`src/rtl/reconfig_pkg.sv`:
```
// Shared definitions for the multiboot reconfiguration scheduler and the ICAP core.
// Holds the FSM encodings, design-number width and the flash image validity map.
package reconfig_pkg;

  localparam int DESIGN_W = 5;

  // Bit k set means flash image slot k holds a bootable design.
  localparam logic [16:0] VALID_MASK = 17'h1FF9F;

  typedef enum logic [2:0] {
    ST_IDLE  = 3'd0,
    ST_CHECK = 3'd1,
    ST_GUARD = 3'd2,
    ST_FIRE  = 3'd3,
    ST_WAIT  = 3'd4
  } state_e;

  function automatic logic design_valid(input logic [DESIGN_W-1:0] code);
    if (code > 5'd16) return 1'b0;
    return VALID_MASK[code];
  endfunction

endpackage

```
`src/rtl/reconfig_scheduler_rr_arbiter.sv`:
```
// Round-robin arbiter: combinational grant, search starts one past the last winner.
// Latency: grant valid in the same cycle as req; pointer advances on upd.
// Backpressure: none; requests are levels, grant only asserted while en is high.
module rr_arbiter #(
  parameter int NREQ  = 3,
  parameter int IDX_W = (NREQ > 1) ? $clog2(NREQ) : 1
) (
  input  logic             fastclk,
  input  logic             reset,
  input  logic [NREQ-1:0]  req,
  input  logic             en,
  input  logic             upd,
  output logic [NREQ-1:0]  gnt,
  output logic [IDX_W-1:0] gnt_idx
);

  logic [IDX_W-1:0] ptr_q, ptr_d;
  logic             found;
  int               c;

  always_comb begin
    gnt     = '0;
    gnt_idx = '0;
    found   = 1'b0;
    c       = 0;
    for (int k = 0; k < NREQ; k++) begin
      c = int'(ptr_q) + k;
      if (c >= NREQ) c = c - NREQ;
      if (!found && req[IDX_W'(c)]) begin
        found   = 1'b1;
        gnt_idx = IDX_W'(c);
      end
    end
    if (en && found) gnt[gnt_idx] = 1'b1;
  end

  always_comb begin
    ptr_d = ptr_q;
    if (upd) begin
      if (gnt_idx == IDX_W'(NREQ - 1)) ptr_d = '0;
      else                             ptr_d = gnt_idx + IDX_W'(1);
    end
  end

  always_ff @(posedge fastclk) begin
    if (reset) ptr_q <= '0;
    else       ptr_q <= ptr_d;
  end

endmodule

```
`src/rtl/reconfig_scheduler.sv`:
```
// Multiboot scheduler: grants one requester, validates its image, guards, pulses ICAP reconfigure.
// Latency: ack one edge after req; reconfigure rises GUARD_CYCLES+1 edges after ack.
// Backpressure: requests outside IDLE are ignored; requesters hold req until ack.
module reconfig_scheduler
  import reconfig_pkg::*;
#(
  parameter int NREQ           = 3,
  parameter int GUARD_CYCLES   = 1024,
  parameter int PULSE_CYCLES   = 4,
  parameter int TIMEOUT_CYCLES = 65536
) (
  input  logic                     fastclk,
  input  logic                     reset,
  input  logic [NREQ-1:0]          req,
  input  logic [DESIGN_W*NREQ-1:0] req_design,
  input  logic                     cancel,
  output logic [NREQ-1:0]          ack,
  output logic [DESIGN_W-1:0]      design_num,
  output logic                     reconfigure,
  output logic                     busy,
  output logic                     err_invalid,
  output logic                     err_timeout,
  output logic [2:0]               state_dbg
);

  localparam int IDX_W  = (NREQ > 1) ? $clog2(NREQ) : 1;
  localparam int MAX_GP = (GUARD_CYCLES > PULSE_CYCLES) ? GUARD_CYCLES : PULSE_CYCLES;
  localparam int MAXC   = (MAX_GP > TIMEOUT_CYCLES) ? MAX_GP : TIMEOUT_CYCLES;
  localparam int CNT_W  = $clog2(MAXC) + 1;

  state_e              state_q, state_d;
  logic [CNT_W-1:0]    cnt_q, cnt_d;
  logic [NREQ-1:0]     ack_q, ack_d;
  logic [DESIGN_W-1:0] design_num_q, design_num_d;
  logic                reconfigure_q, reconfigure_d;
  logic                busy_q, busy_d;
  logic                err_invalid_q, err_invalid_d;
  logic                err_timeout_q, err_timeout_d;

  logic                arb_en, arb_upd;
  logic [NREQ-1:0]     arb_gnt;
  logic [IDX_W-1:0]    arb_idx;
  logic [DESIGN_W-1:0] design_arr [NREQ];

  for (genvar g = 0; g < NREQ; g++) begin : g_design
    assign design_arr[g] = req_design[g*DESIGN_W +: DESIGN_W];
  end

  rr_arbiter #(.NREQ(NREQ), .IDX_W(IDX_W)) u_arb (
    .fastclk (fastclk),
    .reset   (reset),
    .req     (req),
    .en      (arb_en),
    .upd     (arb_upd),
    .gnt     (arb_gnt),
    .gnt_idx (arb_idx)
  );

  always_comb begin
    state_d       = state_q;
    cnt_d         = '0;
    ack_d         = '0;
    design_num_d  = design_num_q;
    err_invalid_d = err_invalid_q;
    err_timeout_d = err_timeout_q;
    arb_en        = 1'b0;
    arb_upd       = 1'b0;
    case (state_q)
      ST_IDLE: begin
        arb_en = 1'b1;
        if (|req) begin
          arb_upd       = 1'b1;
          ack_d         = arb_gnt;
          design_num_d  = design_arr[arb_idx];
          err_invalid_d = 1'b0;
          err_timeout_d = 1'b0;
          state_d       = ST_CHECK;
        end
      end
      ST_CHECK: begin
        if (design_valid(design_num_q)) begin
          state_d = ST_GUARD;
        end else begin
          err_invalid_d = 1'b1;
          state_d       = ST_IDLE;
        end
      end
      ST_GUARD: begin
        if (cancel)                                     state_d = ST_IDLE;
        else if (cnt_q == CNT_W'(GUARD_CYCLES - 1))     state_d = ST_FIRE;
        else                                            cnt_d   = cnt_q + CNT_W'(1);
      end
      ST_FIRE: begin
        if (cnt_q == CNT_W'(PULSE_CYCLES - 1)) state_d = ST_WAIT;
        else                                   cnt_d   = cnt_q + CNT_W'(1);
      end
      ST_WAIT: begin
        // A successful reboot never returns here; reaching the limit means the ICAP ignored us.
        if (cnt_q == CNT_W'(TIMEOUT_CYCLES - 1)) begin
          err_timeout_d = 1'b1;
          state_d       = ST_IDLE;
        end else begin
          cnt_d = cnt_q + CNT_W'(1);
        end
      end
      default: state_d = ST_IDLE;
    endcase
    reconfigure_d = (state_d == ST_FIRE);
    busy_d        = (state_d != ST_IDLE);
  end

  always_ff @(posedge fastclk) begin
    if (reset) begin
      state_q       <= ST_IDLE;
      cnt_q         <= '0;
      ack_q         <= '0;
      design_num_q  <= '0;
      reconfigure_q <= 1'b0;
      busy_q        <= 1'b0;
      err_invalid_q <= 1'b0;
      err_timeout_q <= 1'b0;
    end else begin
      state_q       <= state_d;
      cnt_q         <= cnt_d;
      ack_q         <= ack_d;
      design_num_q  <= design_num_d;
      reconfigure_q <= reconfigure_d;
      busy_q        <= busy_d;
      err_invalid_q <= err_invalid_d;
      err_timeout_q <= err_timeout_d;
    end
  end

  assign ack         = ack_q;
  assign design_num  = design_num_q;
  assign reconfigure = reconfigure_q;
  assign busy        = busy_q;
  assign err_invalid = err_invalid_q;
  assign err_timeout = err_timeout_q;
  assign state_dbg   = state_q;

endmodule

```
`config.mk`:
```
export PLATFORM = sky130hd
export DESIGN_NAME = reconfig_scheduler
export DESIGN_NICKNAME = d
export VERILOG_FILES = /design/src/rtl/reconfig_pkg.sv /design/src/rtl/reconfig_scheduler_rr_arbiter.sv /design/src/rtl/reconfig_scheduler.sv
export SDC_FILE = /design/constraint.sdc
export NUM_CORES = 1
export LEC_CHECK = 0
export CAP_MARGIN = 0
export CORE_UTILIZATION = 28
export CTS_BUF_LIST = sky130_fd_sc_hd__clkbuf_16
export DETAILED_ROUTE_END_ITERATION = 7
export PLACE_DENSITY_LB_ADDON = 0.3
export SYNTH_ARGS = -nofsm -noshare
export SYNTH_HDL_FRONTEND = slang
export SYNTH_SLANG_ARGS = --single-unit
```
`constraint.sdc`:
```
create_clock -name fastclk -period 5.3 [get_ports fastclk]
set_input_delay 0.795 -clock fastclk [delete_from_list [all_inputs] [get_ports fastclk]]
set_output_delay 0.795 -clock fastclk [all_outputs]
set_load 0.01 [all_outputs]
```
After elaboration in Yosys (flattened, before gate mapping)
Memories as Yosys holds them, arrays and structs flattened. A register that Yosys moved wholly into a read port is not among the register bits.
Cells that the tools add are included.
{"block": "classes", "addsub": 7, "multipliers": 0, "div_mod_pow": 0, "magnitude_cmp": 11, "eq_ne": 12, "shifts": 0, "mux": 52, "bitwise_logic": 4, "n_reduce_logical": 15}
{"operator": "$mux W17", "n": 4}
{"operator": "$pmux W17 S3", "n": 1}
{"operator": "$mux W1", "n": 22}
{"operator": "$mux W5", "n": 4}
{"operator": "$add A17 B1 Y17 const B", "n": 1}
{"operator": "$eq A17 B10 Y1 const B", "n": 1}
{"operator": "$eq A17 B16 Y1 const B", "n": 1}
{"operator": "$eq A17 B2 Y1 const B", "n": 1}
{"operator": "$mux W2", "n": 8}
{"operator": "$mux W3", "n": 5}
{"operator": "$pmux W3 S5", "n": 1}
{"operator": "$lt A2 B4 Y1 const B", "n": 3}
{"operator": "$bmux W5 S2", "n": 1}
{"operator": "$eq A3 B2 Y1 const B", "n": 3}
{"operator": "$bmux W1 S2", "n": 3}
{"operator": "$ge A3 B2 Y1 const B", "n": 2}
{"operator": "$lt A5 B6 Y1 const B", "n": 1}
{"operator": "$ne A2 B2 Y1 const B", "n": 3}
{"operator": "$reduce_and A3 Y1", "n": 2}
{"operator": "$gt A5 B5 Y1 const B", "n": 1}
{"operator": "$logic_and A1 B1 Y1", "n": 4}
{"operator": "$pmux W1 S2", "n": 2}
{"operator": "$reduce_bool A2 Y1", "n": 2}
{"operator": "$reduce_or A4 Y1", "n": 1}
{"operator": "20 further kinds", "n": 24}
{"block": "totals", "reg_bits": 34, "latchBits": 0, "mem_bits_rw": 0, "mem_bits_ro": 32, "out_inout_bits": 15, "wordCells": 111, "n_memories": 1}
{"name": "(no name shown)", "words": 32, "word_bits": 1, "read_ports": 1, "rd_clocked_by_memory_dff": 1, "write_ports": 0, "line": "reconfig_pkg.sv:20", "text": "return VALID_MASK[code];"}

Logic depth before layout (Yosys ltp)
Gate-level depths: netlist of run 1.
{"block": "depth", "ltp_word": 18, "mapped_depth": 10, "ltp_nobuf": 9}

Modules after synthesis
Synthesis of run 1 repeated with hierarchy kept, for this count alone.
{"block": "hier_totals", "cells_unflattened": 230, "area_unflattened_um2": 2082.0}
{"mod": "reconfig_scheduler", "instances": 1, "cells_per_inst": 169, "area_per_inst_um2": 1601.5, "seq_area_each_um2": 660.6}
{"mod": "rr_arbiter", "instances": 1, "cells_per_inst": 61, "area_per_inst_um2": 480.5, "seq_area_each_um2": 40.0}

Least setup slack after synthesis of run 1
No wires, ideal clock.
{"block": "synth_timing", "path_kind": "in2reg", "startpoint": "in req[1]", "endpoint": "reg (tool-made name)", "setup_ns": 0.142, "arrival_time_ns": 2.291, "required_ns": 5.158, "slack_ns": 2.867, "cell_stages": 8, "n_path_buf": 1, "path_cell_list": "buf_2 mux2_4 mux2i_1 a22oi_2 a2111oi_4 a22oi_2 a211oi_2 o2111ai_1"}
{"item": "start: declaration", "line": "reconfig_scheduler.sv:14", "text": "input logic [NREQ-1:0] req,"}

==> flow_results.org, run 1 <==
** Logic synthesis
- The mapped netlist covers 0.001963 mm².
- Share of flip-flops with an asynchronous set or reset :: 0%
- Synthesis inferred 35 register bits.
- The synthesized netlist contains 61 unique library cells.
- Post-synth top flop :: sky130_fd_sc_hd__dfxtp_1
- In the synthesized netlist, the number of instances is 218.
- Fraction of synthesized cell area taken by the top area cell type :: 35.69%
- Sequential fraction of the synthesis area :: 35.69%
- Net count after synthesis :: 246
- Syn Area/Cell :: 9.005 µm²
- Ranked by total cell area, the synthesized netlist is headed by sky130_fd_sc_hd__dfxtp_1 36%, sky130_fd_sc_hd__nor2_1 5.5%, sky130_fd_sc_hd__ha_1 4.5%, sky130_fd_sc_hd__xnor2_1 3.1%, sky130_fd_sc_hd__nand3_1 3.1%.
- Most area-hungry cell type in the Yosys netlist :: sky130_fd_sc_hd__dfxtp_1
- Counting flops with a built-in enable in the synthesized netlist gives 0.
- The Yosys step of the flow raised 0 warnings.

** Power
- Static leakage power :: 0.9252 nW
- Power density normalized to cell area :: 433.7 mW/mm²
- The worst-case IR drop observed on VDD is 0.1244 mV.

** Setup path
- STA classifies the critical path endpoint as a flop.
- The worst setup path is launched from a primary input.
- STA puts the critical path data arrival time at 3070 ps.
- The startpoint identified for the worst register-to-register timing path is u_arb.ptr_q[0].
- At the worst endpoint, the required time is 5440 ps.
- Maximum fanout along the worst path :: 10
- Internal reg-to-reg setup slack :: 2580 ps
- Tracing the worst setup path back leads to its startpoint at req[1].
- The critical path is of the primary input to flop type.

** Clock network
- Register clock-pin slew on the reported worst setup and hold paths :: 60 ps
- Counting the buffers created by CTS gives 5.
- The longest clock path from root to sink contains 2 buffers.
- Number of clock sinks :: 35
- Clock tree from TritonCTS :: done
- Hold repair after CTS inserted 0 buffers.
- Clock latency on the worst-skew pair :: 280 ps
- In this run, post-CTS repair resized a total of 0 instances.
- Clock tree synthesis selected as its root buffer the cell sky130_fd_sc_hd__clkbuf_16.
- The number of setup buffers added after CTS is 0.
- The H-tree was split into 2 levels.

** Floorplanning
- Starting density of the core :: 28.90%
- The initialized floorplan defines 30 standard-cell rows.
- Measured along the x axis, the die boundary spans 85.73 µm.
- Pin placement for this block handled 36 I/O pins.
- The floorplan step set the die height to 85.73 µm.
- CORE AREA :: 0.006794 mm²
- Area of the die :: 0.007350 mm²

** Placed design
- Placer's final routability congestion estimate :: 0.8082
- During placement, the flow inserted port buffers numbering 35.
- Placed wire-length estimate after detailed placement :: 3425 µm
- After detailed placement, the design holds a cell count of 342.
- Before CTS, the worst setup slack after placement is 2126 ps.
- Cell area after placement :: 0.002379 mm²

** STA
- Maximum clock frequency :: 341.6 MHz
- Crit share post-route :: 55.24%
- Hold Violations, Final :: 0
- For the pin with the worst max-slew slack, the measured transition is 885.2 ps.
- Setup violators final :: 0
- Final total negative setup slack :: 0 ps
- Max-slew violation count :: 0
- Final setup slack of the worst path :: 2372 ps
- For the finished layout, the period the worst path requires is 2928 ps.
- Setup repair after global routing missed its margin :: no
- Worst clock skew :: 3.795 ps
- Max transition margin :: 40.48%

** Drt
- Wire length per cell :: 12.95 µm
- After the first detailed-routing iteration, the DRC count stood at 56.
- The count of nets left with antenna violations once routing finished came out at 0.
- After detailed routing, the number of vias per cell comes to 4.680.
- Iteration count of the initial detailed-routing pass :: 4
- After detailed routing, the total wire length is 4533 µm.
- Across all layers, the routed design uses 1638 vias.
- DRC Markers :: 0

** Final layout
- Cells with a size suffix above 1 make up 9.843% of the layout.
- Antenna cell count :: 0
- Excluding fillers, the count of instances in the completed layout stands at 350.
- After the last flow step, the layout net total stands at 281.
- After routing the design area is 0.002524 mm².
- In the layout the commonest cells are 35 x sky130_fd_sc_hd__dfxtp_1, 35 x sky130_fd_sc_hd__clkdlybuf4s50_1, 29 x sky130_fd_sc_hd__nor2_1.
- Fill cells :: 688
- From synthesis to final layout, the design area changed by 28.55%.

** Global route
- Global-route wire length before repair :: 7610 µm
- The initial antenna violation count came to 0.
- For this run the aggregate overflow at the end of global routing stands at 0.
- Entering global routing, the biggest net connects 17 pins.
- Total routing usage reported by global routing :: 13.09%
- The via count of the first global-routing pass is 1645.

** Worst hold path
- Worst Min Path Start :: cnt_q[0]
- Type of the most critical hold path :: flop to flop

** Outcome
- The run finished with clean final reports.

** Flow run
- Across the run, the number of max-cap violations was 0.
[cell type report]
class	count	area (µm²)	share of cell area, %
well taps	96	120.1	4.760
clock buffers	5	125.1	4.958
repair buffers	35	350.3	13.88
flip-flops and latches	35	700.7	27.76
inverters	11	41.29	1.636
clock inverters	3	20.02	0.7933
multi-input cells	165	1166	46.21
[synthesized netlist by cell type, types with 4 or more instances]
library cell,instances
sky130_fd_sc_hd__and2_1,4
sky130_fd_sc_hd__nor2_1,29
sky130_fd_sc_hd__o21ai_0,7
sky130_fd_sc_hd__xnor2_1,7
sky130_fd_sc_hd__inv_1,11
sky130_fd_sc_hd__dfxtp_1,35
sky130_fd_sc_hd__nor2b_1,5
sky130_fd_sc_hd__xor2_1,6
sky130_fd_sc_hd__nand3_1,12
sky130_fd_sc_hd__a21oi_1,6
sky130_fd_sc_hd__and3_1,8
sky130_fd_sc_hd__nand2_1,9
sky130_fd_sc_hd__ha_1,7
sky130_fd_sc_hd__o21ai_1,4
[stage by stage]
stage / utilization [%] / hold WS (ps) / total power, mW
6_report: 37.15 / 453.1 / 1.095
5_1_grt: 37.15 / 492.3 / 1.165
4_1_cts: 37.15 / 462.4 / 1.104
3_5_place_dp: 35.01 / 450.1 / 0.8170
3_3_place_gp: 35.01 / 444.0 / 0.8132
2_1_floorplan: - / 425.9 / 0.6862
[per-layer routing]
| metal | up-vias | global-route usage (%) | share of wire, % |
|---|---|---|---|
| li1 | 855 | - | - |
| met1 | 753 | 16.80 | 49 |
| met2 | 24 | 21.09 | 45 |
| met3 | 6 | 3.657 | 4.3 |
| met4 | 0 | 4.545 | 1.5 |
| met5 | - | 0 | 0 |
[sequential cells by signal, summed over array words and instances (netlist names), named ones only]
signal,flops
ack,3
busy,1
cnt_q,17
design_num,5
err_invalid,1
err_timeout,1
reconfigure,1
state_dbg,3
u_arb.ptr_q,2
[power by group]
| part | internal (mW) | leakage (nW) | switching [mW] |
|---|---|---|---|
| clock network | 0.173 | 0.0658 | 0.109 |
| registers | 0.304 | 0.285 | 0.0341 |
| logic | 0.219 | 0.575 | 0.256 |
[logic make-up (layout without fill, tap and decap cells)]
| group | Yosys count | count (layout) | share of synthesized area [%] |
|---|---|---|---|
| buffers and inverters | 18 | 54 | 4.907 |
| AO/OA/AOI/OAI | 52 | 52 | 22.69 |
| adder cells (fa/ha/maj) | 7 | 7 | 4.461 |
| flip-flops | 35 | 35 | 35.69 |
| multiplexers | 4 | 4 | 2.294 |
| AND/OR/NAND/NOR | 89 | 89 | 24.16 |
| XOR/XNOR | 13 | 13 | 5.800 |
[final timing paths]
kind                                 end  depth (start not counted)
worst max register to register      flop                          9
worst min-delay path            cnt_q[0]                          1
worst min register to register  cnt_q[0]                          1
worst max-delay path                flop                          8
[worst max-delay path: stages]
cell                              delay [ps]
sky130_fd_sc_hd__clkdlybuf4s50_1         630
sky130_fd_sc_hd__nand3b_1                220
sky130_fd_sc_hd__o21a_1                  250
sky130_fd_sc_hd__o311ai_4                190
sky130_fd_sc_hd__a2111oi_4               480
sky130_fd_sc_hd__a22oi_2                 160
sky130_fd_sc_hd__a211oi_2                210
sky130_fd_sc_hd__o2111ai_1               130
No activity file was read; power rests on OpenSTA's default activity.
==> inputs of run 2 (changes only) <==
==> constraint.sdc (replaced) <==
create_clock -name fastclk -period 2.9 [get_ports fastclk]
set_input_delay 0.435 -clock fastclk [delete_from_list [all_inputs] [get_ports fastclk]]
set_output_delay 0.435 -clock fastclk [all_outputs]
set_load 0.01 [all_outputs]
==> flow_results.org, run 2 (synthesized netlist as in run 1, its figures left out) <==
** Clock network
- The clock latency on the worst-skew pair was 280 ps (about the same).
- Clock tree root driver cell :: sky130_fd_sc_hd__clkbuf_16 (unchanged)
- Gates resized, CTS repair :: 0 (unchanged)
- The number of buffers inserted by hold repair at cts came to 0 (unchanged).
- The number of buffers between clock root and the deepest sink is 2 (unchanged).
- H-tree Lvls :: 2 (unchanged)
- Register clock-pin slew on the reported worst setup and hold paths :: 50 ps (was 60 ps)
- The number of buffers inserted by post-CTS setup repair came to 0 (unchanged).
- Number of CTS-inserted buffers :: 5 (unchanged)
- The total clock sinks is 35 (unchanged).
- The clock tree from TritonCTS is done (unchanged).

** STA
- The measured slew at the worst slew-check pin is 538.1 ps (was 885.2 ps).
- The worst path uses 90.68% of the clock period.
- Final min period :: 2630 ps
- Setup violators final :: 0 (unchanged)
- The final number of hold-violating endpoints was 0 (unchanged).
- Setup repair after global routing missed its margin :: no (unchanged)
- Final total negative setup slack :: 0 ps (unchanged)
- Max-slew violation count :: 0 (unchanged)
- Worst clock skew :: 6.826 ps (was 3.795 ps)
- Static timing analysis puts the maximum clock frequency at 380.3 MHz.
- Max transition margin :: 63.79% (was 40.48%)

** Final layout
- The most flop-heavy register is cnt_q (unchanged).
- Final Non-Filler Cells :: 353 (was 350)
- Most used cells in the layout excluding fill and tap cells: 35 x sky130_fd_sc_hd__dfxtp_1, 35 x sky130_fd_sc_hd__clkdlybuf4s50_1, 29 x sky130_fd_sc_hd__nor2_1 (unchanged).
- Layout Nets :: 284 (was 281)
- The diode insertion count for antenna repair is 0 (unchanged).
- Share of cells above drive strength 1 :: 10.89% (was 9.843%)
- Number of flip-flops under the largest register name :: 17 (unchanged)
- The area added between synthesis and finish came to 30.91% (was 28.55%).

** Drt
- The routed length per instance is 12.85 µm (was 12.95 µm).
- The mean number of vias per cell was 4.799 (was 4.680).
- The detailed-routing iteration count for the pre-antenna-repair pass came to 4 (unchanged).
- The DRC violation count after routing came to 0 (unchanged).
- Total via count after detailed routing :: 1694 (was 1638)
- The initial DRC count is 59 (was 56).
- Routed Antenna Nets :: 0 (unchanged)
- The wire length reported by the detailed router came to 4535 µm (was 4533 µm).

** Setup path
- Series of cell instances along the critical path: inv_1 -> ha_1 -> o21ai_0 -> a22o_1 -> a22oi_2 -> nand3_1 -> a21o_1 -> a211oi_2 -> o2111ai_1 (was clkdlybuf4s50_1 -> nand3b_1 -> o21a_1 -> o311ai_4 -> a2111oi_4 -> a22oi_2 -> a211oi_2 -> o2111ai_1).
- The maximum fanout along the worst path came to 10 (unchanged).
- Kind of end point of the critical path :: flop (unchanged)
- The kind of critical path is flop to flop (was primary input to flop).
- Cell with the biggest individual delay on the critical path :: sky130_fd_sc_hd__ha_1 (was sky130_fd_sc_hd__clkdlybuf4s50_1)
- The cell family with the largest share of critical-path delay is compound AO/OA/AOI/OAI gates (unchanged).
- CP Launch Type :: flop (was primary input)
- Arrival time reported for the critical path endpoint :: 2770 ps (was 3070 ps)
- Critical path buffer and inverter count :: 1 (unchanged)
- Data required time of the critical path :: 3040 ps (was 5440 ps)
- Slowest cell delay on critical path :: 510 ps (was 630 ps)

** Flow run
- The number of max-cap violations is 0 (unchanged).

** Outcome
- Result of the run: finished, final reports clean (unchanged).

** Global route
- Total routing usage reported by global routing :: 13.16% (was 13.09%)
- Global-route wire length before repair :: 7617 µm (was 7610 µm)
- Initial antenna violation count :: 0 (unchanged)
- The largest net degree at the start of global routing was 17 (unchanged).
- The total global routing overflow is 0 (unchanged).
- The via count of the first global-routing pass was 1677 (was 1645).

** Floorplanning
- IO Pins :: 36 (unchanged)
- CORE AREA :: 0.006794 mm² (unchanged)
- Starting density of the core :: 28.90% (unchanged)
- Site row count :: 30 (unchanged)
- The die span in x was 85.73 µm (unchanged).
- The die footprint is 0.007350 mm² (unchanged).
- The height of the die is 85.73 µm (unchanged).

** Worst hold path
- Type of the most critical hold path :: flop to flop (unchanged)

** Power
- The clock network fraction of design power came to 28.6% (was 25.7%).
- Proportion of total power due to net switching :: 34.84% (was 36.47%)
- The power density relative to cell area was 817.2 mW/mm² (was 433.7 mW/mm²).
- Power dissipated by switching net loads :: 0.7316 mW (was 0.3992 mW)
- Overall power of the completed layout :: 2.100 mW (was 1.095 mW)
- Internal power component :: 1.369 mW (was 0.6954 mW)
- Static leakage power :: 0.9576 nW (was 0.9252 nW)
- The relative contribution of sequential cells to total power was 29.4% (was 30.9%).
- Peak supply drop :: 0.2702 mV (was 0.1244 mV)
- Combinational group share of total power :: 42.0% (was 43.4%)

** Placed design
- Number of placed instances, taps included :: 345 (was 342)
- Placed wire-length estimate after detailed placement :: 3493 µm (was 3425 µm)
- Placer's final routability congestion estimate :: 0.8262 (was 0.8082)
- The count of buffers inserted at the top-level ports came to 35 (unchanged).
run 2: area by class of cell:
cell class / count / area, µm²
clock buffers: 5 / 125.1
clock inverters: 3 / 43.79
fillers: 672 / 4224
inverters: 11 / 41.29
multi-input cells: 165 / 1166
flip-flops and latches: 35 / 700.7
well taps: 96 / 120.1
repair buffers: 38 / 372.9
run 2: worst paths after layout:
| check | endpoint | depth (start not counted) | slack, ps | from |
|---|---|---|---|---|
| max | flop | 9 | 270 | u_arb.ptr_q[0] |
| max reg2reg | flop | 9 | 270 | u_arb.ptr_q[0] |
| min reg2reg | cnt_q[0] | 1 | 460 | cnt_q[0] |
| min | cnt_q[0] | 1 | 460 | cnt_q[0] |
run 2: per-stage QoR:
| stage | setup slack (ps) | util, % | hold WS (ps) | instance area, µm² |
|---|---|---|---|---|
| 3_3_place_gp | 204.0 | 35.34 | 443.6 | 2401 |
| 3_5_place_dp | 117.8 | 35.34 | 450.4 | 2401 |
| 5_1_grt | 64.22 | 37.83 | 504.2 | 2570 |
| 6_report | 270.3 | 37.83 | 458.8 | 2570 |
| 4_1_cts | 258.5 | 37.83 | 461.7 | 2570 |
| 2_1_floorplan | 543.6 | - | 425.9 | 1963 |
run 2: power by group through the flow:
stage                     Combinational (mW)  Clock (mW)  Sequential, mW
after floorplan                        0.612           0           0.642
after global placement                 0.881           0           0.629
after detailed placement               0.883           0           0.629
after CTS                              0.886       0.615           0.618
after global routing                   0.962       0.638           0.628
final                                  0.882       0.602           0.617
run 2: metal layers:
layer	GRT usage [%]	part of all wire [%]
met5	0	0
met4	5.000	1.8
met3	3.657	4.9
met2	22.76	46
met1	15.49	47
==> inputs of run 3 (changes only) <==
--- a/config.mk
+++ b/config.mk
@@ -6,7 +6,7 @@
 export NUM_CORES = 1
 export LEC_CHECK = 0
 export CAP_MARGIN = 0
-export CORE_UTILIZATION = 28
+export CORE_UTILIZATION = 52
 export CTS_BUF_LIST = sky130_fd_sc_hd__clkbuf_16
 export DETAILED_ROUTE_END_ITERATION = 7
 export PLACE_DENSITY_LB_ADDON = 0.3
==> constraint.sdc (replaced) <==
create_clock -name fastclk -period 2.9 [get_ports fastclk]
set_input_delay 0.435 -clock fastclk [delete_from_list [all_inputs] [get_ports fastclk]]
set_output_delay 0.435 -clock fastclk [all_outputs]
set_load 0.05 [all_outputs]
==> flow_results.org, run 3 (synthesized netlist as in run 1, its figures left out) <==
** Outcome
- Result of the run: finished, final reports clean (unchanged).

** Final layout
- The number of fill cells in the layout is 270 (was 672).
- The sequential cell area was 700.7 µm² (unchanged).
- Most used cells in the layout excluding fill and tap cells: 35 x sky130_fd_sc_hd__dfxtp_1, 35 x sky130_fd_sc_hd__clkdlybuf4s50_1, 29 x sky130_fd_sc_hd__nor2_1 (unchanged).
- The share of final-layout standard cells stronger than drive strength 1 came to 12.31% (was 10.89%).
- Antenna cell count :: 0 (unchanged)
- The flip-flop count of the largest register after layout came to 17 (unchanged).
- The multi-input gate area in the final layout was 0.001169 mm² (was 0.001166 mm²).
- The final cell utilization of the core was 73.02% (was 37.83%).
- Final standard cell area without fillers :: 0.002532 mm² (was 0.002570 mm²)
- Biggest register :: cnt_q (unchanged)
- Area added between synthesis and finish :: 29.00% (was 30.91%)
- Layout Nets :: 287 (was 284)

** Global route
- The overall fraction of global-route tracks in use came to 23.59% (was 13.16%).
- The via count of the first global-routing pass is 1652 (was 1677).
- The total global routing overflow was 0 (unchanged).
- Initial antenna violation count :: 0 (unchanged)
- The largest net degree at the start of global routing came to 17 (unchanged).
- The first-pass GRT wire length is 7458 µm (was 7617 µm).

** Power
- The power density relative to cell area is 909.5 mW/mm² (was 817.2 mW/mm²).
- Static leakage power :: 0.9724 nW (was 0.9576 nW)
- Peak supply drop :: 0.7939 mV (was 0.2702 mV)

** Setup path
- CP Launch Type :: flop (unchanged)
- Kind of end point of the critical path :: flop (unchanged)
- Maximum fanout along the worst path :: 10 (unchanged)
- Start-to-end type of the worst setup path :: flop to flop (unchanged)
- Start of the worst register-to-register path :: u_arb.ptr_q[0] (unchanged)
- The data required time at the worst endpoint came to 3020 ps (was 3040 ps).
- Arrival time reported for the critical path endpoint :: 2810 ps (was 2770 ps)
- The worst reg2reg path depth is 9 (unchanged).
- Internal reg-to-reg setup slack :: 220 ps (was 270 ps)

** STA
- Maximum clock frequency :: 372.5 MHz (was 380.3 MHz)
- Final total negative setup slack :: 0 ps (unchanged)
- The post-route minimum period came to 2684 ps (was 2630 ps).
- The final worst-path setup slack is 215.6 ps (was 270.3 ps).
- The final number of hold-violating endpoints is 0 (unchanged).
- Crit share post-route :: 92.57% (was 90.68%)
- Worst clock skew :: 4.902 ps (was 6.826 ps)
- The max-slew violation count was 0 (unchanged).
- Setup repair after global routing missed its margin :: no (unchanged)
- Setup violators final :: 0 (unchanged)
- The headroom to the max-slew limit was 66.69% (was 63.79%).
- The measured slew at the worst slew-check pin came to 498.0 ps (was 538.1 ps).

** Floorplanning
- Die boundary width :: 63.45 µm (was 85.73 µm)
- The die footprint is 0.004025 mm² (was 0.007350 mm²).
- The placeable core area is 0.003468 mm² (was 0.006794 mm²).
- IO Pins :: 36 (unchanged)
- Site row count :: 21 (was 30)
- Starting density of the core :: 56.60% (was 28.90%)
- The height of the die came to 63.45 µm (was 85.73 µm).

** Worst hold path
- Worst hold path depth :: 1 (unchanged)
- Type of the most critical hold path :: flop to flop (unchanged)
- Terminating pin of the worst hold path :: cnt_q[0] (unchanged)
- Worst Min Path Start :: cnt_q[0] (unchanged)

** Flow run
- The number of max-cap violations is 0 (unchanged).

** Drt
- The detailed-routing iteration count for the pre-antenna-repair pass was 4 (unchanged).
- The routed length per instance is 14.09 µm (was 12.85 µm).
- The wire length reported by the detailed router was 4312 µm (was 4535 µm).
- DRC Markers :: 0 (unchanged)
- The number of nets with antenna violations after detailed routing was 0 (unchanged).
- The mean number of vias per cell came to 5.621 (was 4.799).
- Initial DRC count :: 88 (was 59)
- The overall via count from detail_route is 1720 (was 1694).

** Placed design
- The setup slack at placement came to 154.6 ps (was 117.8 ps).
- The weighted congestion at the end of routability-driven global placement came to 0.8626 (was 0.8262).
- Placed wire-length estimate after detailed placement :: 3076 µm (was 3493 µm)
- IO buf count :: 35 (unchanged)
- The post-detailed-placement cell area is 0.002346 mm² (was 0.002401 mm²).

** Clock network
- Clock tree root driver cell :: sky130_fd_sc_hd__clkbuf_16 (unchanged)
- The clock latency on the worst-skew pair came to 280 ps (about the same).
- The clock-pin slew on the worst setup and hold paths was 60 ps (was 50 ps).
- CTS Buffer Depth :: 2 (unchanged)
- The total number of H-tree levels is 2 (unchanged).
- The CTS buffer count is 5 (unchanged).
- The clock tree from TritonCTS is done (unchanged).
- Number of clock sinks :: 35 (unchanged)
- Number of hold buffers added after cts :: 0 (unchanged)
## run 3: cell count changes in the layout (fill, tap and decap cells not counted), sizes merged
cell  delta
buf      +3
## run 3: through the flow
stage / power, mW / cells / hold slack (ps)
floorplan: 1.428 / 218 / 425.9
global placement: 1.677 / 296 / 439.1
detailed placement: 1.684 / 296 / 446.8
CTS: 2.295 / 304 / 461.4
global route: 2.424 / 306 / 498.2
finish: 2.303 / 306 / 457.3
## run 3: cell type report
class	count	share of cell area [%]
Clock inverter	3	1.729
Multi-Input combinational cell	165	46.15
Sequential cell	35	27.67
Inverter	11	1.630
Clock buffer	5	4.941
Timing Repair Buffer	41	15.61
Tap cell	46	2.273
## run 3: timing repair
item / CTS / global route
setup endpoints to repair: 0 / 1
endpoints found under the hold margin: 0 / 0
resized for setup: 0 / 1
buffers inserted: 0 / 2
## run 3: power breakdown
group	internal (mW)	leakage [nW]	switching (mW)	total, mW
Combinational	0.432	0.604	0.652	1.08
Clock	0.405	0.0838	0.198	0.603
Sequential	0.556	0.285	0.0614	0.617
## run 3: worst max-delay path by stage
stage	from	end	slack (ps)
finish	u_arb.ptr_q[0]	flop	220
global route	u_arb.ptr_q[1]	flop	50
CTS	u_arb.ptr_q[0]	flop	150
detailed placement	req[2]	flop	150
global placement	req[2]	flop	220
floorplan	u_arb.ptr_q[0]	flop	540
## run 3: metal layers
metal	up-vias	GRT usage [%]	routed length [µm]
li1	866	-	-
met1	802	34.08	2165
met2	41	33.24	1846
met3	11	5.072	203
met4	0	10.23	96
met5	-	0	0
## run 3: critical path: stages (launching register included)
cell and delay (ps):
sky130_fd_sc_hd__dfxtp_1 380, sky130_fd_sc_hd__inv_1 80, sky130_fd_sc_hd__ha_2 380, sky130_fd_sc_hd__nor2b_4 160
sky130_fd_sc_hd__o21ai_1 260, sky130_fd_sc_hd__o311ai_4 210, sky130_fd_sc_hd__a2111oi_4 510, sky130_fd_sc_hd__a22oi_2 170
sky130_fd_sc_hd__a211oi_2 240, sky130_fd_sc_hd__o2111ai_1 150
